<file path="src/rtl/score_ledger.sv">
// Per-player personal-best table plus global high score, answering score_req with valid and win flags.
// Latency: score_req sampled at edge N -> valid high after edge N+3; requests arriving while busy are dropped.
module score_ledger #(
    parameter int ID_W      = 3,
    parameter int SCORE_W   = 7,
    parameter int MAX_SCORE = 99
) (
    input  logic               clk,
    input  logic               rst,
    input  logic               score_req,
    input  logic [ID_W-1:0]    player_id,
    input  logic               isGuest,
    input  logic [SCORE_W-1:0] score,
    input  logic               clear_all,
    output logic               valid,
    output logic               PersonalBest,
    output logic               GlobalWinner,
    output logic [SCORE_W-1:0] best_score,
    output logic [SCORE_W-1:0] global_score,
    output logic [ID_W-1:0]    global_id,
    output logic               busy
);
    localparam int DEPTH = 1 << ID_W;
    localparam logic [SCORE_W-1:0] MAX_S = SCORE_W'(MAX_SCORE);

    typedef enum logic [1:0] {IDLE, LOAD, UPDATE, RESP} state_t;

    state_t             state_q;
    logic [SCORE_W-1:0] tbl_q [DEPTH];
    logic [SCORE_W-1:0] glob_q, cur_best_q, cur_glob_q, s_q, res_best_q;
    logic [ID_W-1:0]    gid_q, id_q;
    logic               guest_q, pb_q, gw_q, clr_pend_q;
    logic               valid_q, pb_out_q, gw_out_q;
    logic [SCORE_W-1:0] best_out_q, gscore_out_q;
    logic [ID_W-1:0]    gid_out_q;

    logic [SCORE_W-1:0] s_d;
    logic               pb_d, gw_d;

    always_comb begin
        s_d  = (score > MAX_S) ? MAX_S : score;
        pb_d = !guest_q && (s_q > cur_best_q);
        gw_d = !guest_q && (s_q > cur_glob_q);
    end

    always_ff @(posedge clk) begin
        if (rst) begin
            state_q      <= IDLE;
            for (int i = 0; i < DEPTH; i++) tbl_q[i] <= '0;
            glob_q       <= '0;
            gid_q        <= '0;
            cur_best_q   <= '0;
            cur_glob_q   <= '0;
            s_q          <= '0;
            id_q         <= '0;
            guest_q      <= 1'b0;
            pb_q         <= 1'b0;
            gw_q         <= 1'b0;
            res_best_q   <= '0;
            clr_pend_q   <= 1'b0;
            valid_q      <= 1'b0;
            pb_out_q     <= 1'b0;
            gw_out_q     <= 1'b0;
            best_out_q   <= '0;
            gscore_out_q <= '0;
            gid_out_q    <= '0;
        end else begin
            valid_q <= 1'b0;
            // A clear arriving mid-transaction waits for the next IDLE cycle.
            if (clear_all && state_q != IDLE) clr_pend_q <= 1'b1;
            case (state_q)
                IDLE: begin
                    if (clear_all || clr_pend_q) begin
                        for (int i = 0; i < DEPTH; i++) tbl_q[i] <= '0;
                        glob_q     <= '0;
                        gid_q      <= '0;
                        clr_pend_q <= 1'b0;
                    end
                    if (score_req) begin
                        id_q    <= player_id;
                        guest_q <= isGuest;
                        s_q     <= s_d;
                        state_q <= LOAD;
                    end
                end
                LOAD: begin
                    cur_best_q <= tbl_q[id_q];
                    cur_glob_q <= glob_q;
                    state_q    <= UPDATE;
                end
                UPDATE: begin
                    pb_q       <= pb_d;
                    gw_q       <= gw_d;
                    res_best_q <= guest_q ? '0 : (pb_d ? s_q : cur_best_q);
                    if (pb_d) tbl_q[id_q] <= s_q;
                    if (gw_d) begin
                        glob_q <= s_q;
                        gid_q  <= id_q;
                    end
                    state_q <= RESP;
                end
                RESP: begin
                    valid_q      <= 1'b1;
                    pb_out_q     <= pb_q;
                    gw_out_q     <= gw_q;
                    best_out_q   <= res_best_q;
                    gscore_out_q <= glob_q;
                    gid_out_q    <= gid_q;
                    state_q      <= IDLE;
                end
                default: state_q <= IDLE;
            endcase
        end
    end

    assign valid        = valid_q;
    assign PersonalBest = pb_out_q;
    assign GlobalWinner = gw_out_q;
    assign best_score   = best_out_q;
    assign global_score = gscore_out_q;
    assign global_id    = gid_out_q;
    assign busy         = (state_q != IDLE);
endmodule

</file>
<file path="config.mk">
export PLATFORM = sky130hd
export DESIGN_NAME = score_ledger
export DESIGN_NICKNAME = d
export VERILOG_FILES = /design/src/rtl/score_ledger.sv
export SDC_FILE = /design/constraint.sdc
export NUM_CORES = 1
export LEC_CHECK = 0
export ABC_CLOCK_PERIOD_IN_PS = 3830
export CAP_MARGIN = 20
export CORE_ASPECT_RATIO = 0.5
export CORE_UTILIZATION = 29
export CTS_CLUSTER_DIAMETER = 50
export DETAILED_ROUTE_END_ITERATION = 8
export PLACE_DENSITY = 0.56
export SLEW_MARGIN = 20
export SYNTH_ARGS = -nofsm -noshare
export SYNTH_HDL_FRONTEND = slang
export SYNTH_SLANG_ARGS = --single-unit
</file>
<file path="constraint.sdc">
create_clock -name clk -period 3.83 [get_ports clk]
set_clock_uncertainty 0.05 [all_clocks]
set_input_delay 0.383 -clock clk [delete_from_list [all_inputs] [get_ports clk]]
set_output_delay 0.383 -clock clk [all_outputs]
set_load 0.02 [all_outputs]
</file>
==> impl_metrics.tcl <==
set metrics [dict create \
    tns_ps 0 \
    cts_made_buffers 17 \
    drive_above_1_share_pct 11.4 \
    setup_viol 0 \
    synth_cell_types 44 \
    postCtsSetupBuffers 0 \
    arrival_ps 3410 \
    crit_start "s_q[0]$_SDFFE_PP0P_" \
    grt.overflow.total 0 \
    cts.reportedPaths.clkPinSlew_ps 60 \
    drtIter0Drc 478 \
    reg2reg_depth 7 \
    cap_violations 0 \
    critPathSlowestCell "o21ai_0" \
    core_um2 18700 \
    ios 36 \
    synth.avg_cell_area_um2 10.5 \
    ys_ff_latch 123 \
    critPathKind "reg2reg" \
    min_period_ps 3420 \
    root_buffer "clkbuf_16" \
    clock-sinks 123 \
    grt_use_total_pct 15.8 \
    power_mw 5.05 \
    finalHoldViolations 0 \
    grt_antenna_before_repair 0 \
    drv_slew 0 \
    design.die.area_um2 20100 \
    syn-cell-area_um2 5650 \
    hold_path_class "in2reg" \
    antenna_cells 0 \
    gp_congestion 0.878 \
    clockBufferDepth 2 \
    viasPerCell 5.15 \
    end_kind "flip-flop" \
    insertion_delay_ps 410 \
    holdBufCountCts 0 \
    die_h_um 101 \
    cp_max_fo 12 \
    postCtsResizedCells 0 \
    via_count 4315 \
    worst_setup_path_start_kind "flip-flop" \
    grt_pass1_vias 4151 \
    drt_wl_total_um 15000 \
    dp_hpwl_um 10700 \
    ir_drop_v 0.000387 \
    ys_seq_area_share_pct 53.5 \
    status "complete, no violations" \
    io_buffers 35 \
    timing.rr.start "s_q[0]$_SDFFE_PP0P_" \
    grt_pass1_wl_um 23600 \
    synth_nets 569 \
    dr.pass1.iters 5 \
    slowest_delay_ps 850 \
    drc 0 \
    hold-path-cell-count 2 \
    cts_tree "yes" \
    h-tree-depth 4 \
    max_freq_mhz 292 \
    worstHoldStart "rst" \
    crit_chain "inv_1 > ha_1 > nor2b_1 > o21ai_1 > a21oi_1 > o21ai_2 > o21ai_0" \
    syn_inst 536 \
    syn_to_final_growth_pct 21.4 \
    rsz0062_at_grt "false" \
    initial_utilization_pct 30.1 \
    power.density_nw_per_um2 736 \
    yosys_warnings 0 \
    die_w_um 199 \
    power_leakage_nw 2.33 \
    cp_data_required_time_ps 3810 \
    fin_nets 600 \
    max-slew-margin-rel_pct 33.9 \
    core.rowCount 35 \
    synth_edf_count 56 \
    async_flop_share_pct 0 \
    r2r-end "tbl_q[0][2]$_SDFFCE_PN0P_" \
    routedWlPerCell_um 17.9 \
    synth_top_flop_cell "dfxtp_1" \
    worst_pin_slew_ps 992 \
    ff2ff_setup_slack_ps 410 \
    period_share_pct 89.4 \
    ant_nets 0 \
    min_to "best_score[3]$_SDFFE_PP0P_" \
    grt_max_degree 49 \
]
==> per-stage QoR <==
step                cells  worst slack, ps  cell area [µm²]  hold WS [ps]  utilization [%]
global placement      807              533             6250           427             33.3
floorplan             536             1480             5650           400                -
global route          838              104             6860           366             36.6
detailed placement    807              352             6250           429             33.3
CTS                   838              351             6850           346             36.6
finish                838              405             6860           343             36.6
==> state kept, by name, indices dropped and copies added, names as in the netlist <==
signal,count
GlobalWinner,1
PersonalBest,1
best_score,7
clr_pend_q,1
cur_best_q,7
cur_glob_q,7
gid_q,3
glob_q,7
global_id,3
global_score,7
guest_q,1
gw_q,1
id_q,3
pb_q,1
res_best_q,7
s_q,7
state_q,2
tbl_q,56
valid,1
==> synthesized netlist by cell type, types with 2 or more instances <==
cell / n / area, µm²
o21a_1: 2 / 15.0
ha_1: 18 / 225
buf_4: 2 / 15.0
a31oi_1: 8 / 50.1
and3_1: 2 / 12.5
a21oi_1: 18 / 90.1
o32ai_1: 2 / 17.5
a22oi_1: 3 / 22.5
nand2b_1: 5 / 31.3
buf_6: 2 / 22.5
nand2_1: 49 / 184
mux2i_1: 35 / 350
mux4_2: 14 / 315
nor2_1: 85 / 319
o21ai_1: 8 / 40.0
o211ai_2: 2 / 25.0
clkbuf_1: 22 / 82.6
dfxtp_1: 67 / 1340
nand4_1: 16 / 100
nor2b_1: 4 / 25.0
inv_1: 22 / 82.6
and2_1: 4 / 25.0
a211oi_1: 10 / 75.1
o21ai_0: 3 / 15.0
edfxtp_1: 56 / 1680
a21o_1: 2 / 15.0
a32oi_1: 7 / 61.3
buf_2: 12 / 60.1
nand3_1: 17 / 85.1
o2111ai_1: 7 / 61.3
nor3_1: 19 / 95.1
==> critical path: cells and delay by family (launching register included) <==
| kind | cells | cell delay [ps] |
|---|---|---|
| AND/OR/NAND/NOR | 1 | 110 |
| AO/OA/AOI/OAI | 4 | 2070 |
| adder cells (fa/ha/maj) | 1 | 210 |
| flip-flops | 1 | 440 |
| buffers and inverters | 1 | 170 |
==> per-layer routing <==
| metal | share of wire (%) | GRT usage (%) | up-vias |
|---|---|---|---|
| met5 | 0 | 0 | - |
| met3 | 6.8 | 2.78 | 22 |
| met1 | 46 | 21.7 | 2099 |
| li1 | - | - | 2010 |
| met2 | 45 | 25.0 | 184 |
| met4 | 1.9 | 6.17 | 0 |
==> layout by cell type, fill, tap and decap left out, types with 4 or more instances in the layout <==
cell type	count
a211oi_1	10
a21oi_1	18
a31oi_1	8
a32oi_1	7
and2_1	4
buf_4	15
bufinv_16	4
clkbuf_16	17
clkdlybuf4s50_1	34
clkinv_2	4
dfxtp_1	67
edfxtp_1	56
ha_1	18
inv_1	22
mux2i_1	35
mux4_2	14
nand2_1	49
nand2b_1	5
nand3_1	17
nand4_1	16
nor2_1	85
nor2b_1	4
nor3_1	19
o2111ai_1	7
o21ai_1	8
==> final cells by class <==
cell class                      count  area [µm²]
Sequential cell                   123        3020
Timing Repair Buffer               50         458
Inverter                           22        82.6
Tap cell                          259         324
Multi-Input combinational cell    353        2370
Fill cell                        1903       11900
Clock inverter                     14         179
Clock buffer                       17         425
==> power breakdown <==
part / leakage, nW / internal, mW / total (mW) / switching [mW]
registers: 1.15 / 1.64 / 1.79 / 0.152
clock network: 0.289 / 1.07 / 1.66 / 0.589
logic: 0.893 / 0.499 / 1.60 / 1.10
total: 2.33 / 3.21 / 5.05 / 1.84
==> worst max path at each step <==
stage                                            to  slack (ps)
final                     tbl_q[0][2]$_SDFFCE_PN0P_         410
after detailed placement  tbl_q[7][4]$_SDFFCE_PN0P_         350
after global placement    tbl_q[7][3]$_SDFFCE_PN0P_         530
after floorplan           tbl_q[7][0]$_SDFFCE_PN0P_        1480
after global routing      tbl_q[0][2]$_SDFFCE_PN0P_         100
after CTS                 tbl_q[7][4]$_SDFFCE_PN0P_         350
==> cell families (layout without fill, tap and decap cells) <==
| kind of cell | after synthesis | in the layout | synth area share, % |
|---|---|---|---|
| flops | 123 | 123 | 53.5 |
| fa+ha+maj | 18 | 18 | 3.99 |
| simple gates | 206 | 206 | 16.2 |
| compound gates | 80 | 80 | 9.84 |
| mux | 49 | 49 | 11.8 |
| buf+inv | 60 | 103 | 4.65 |
(Power assumes the default switching activity.)
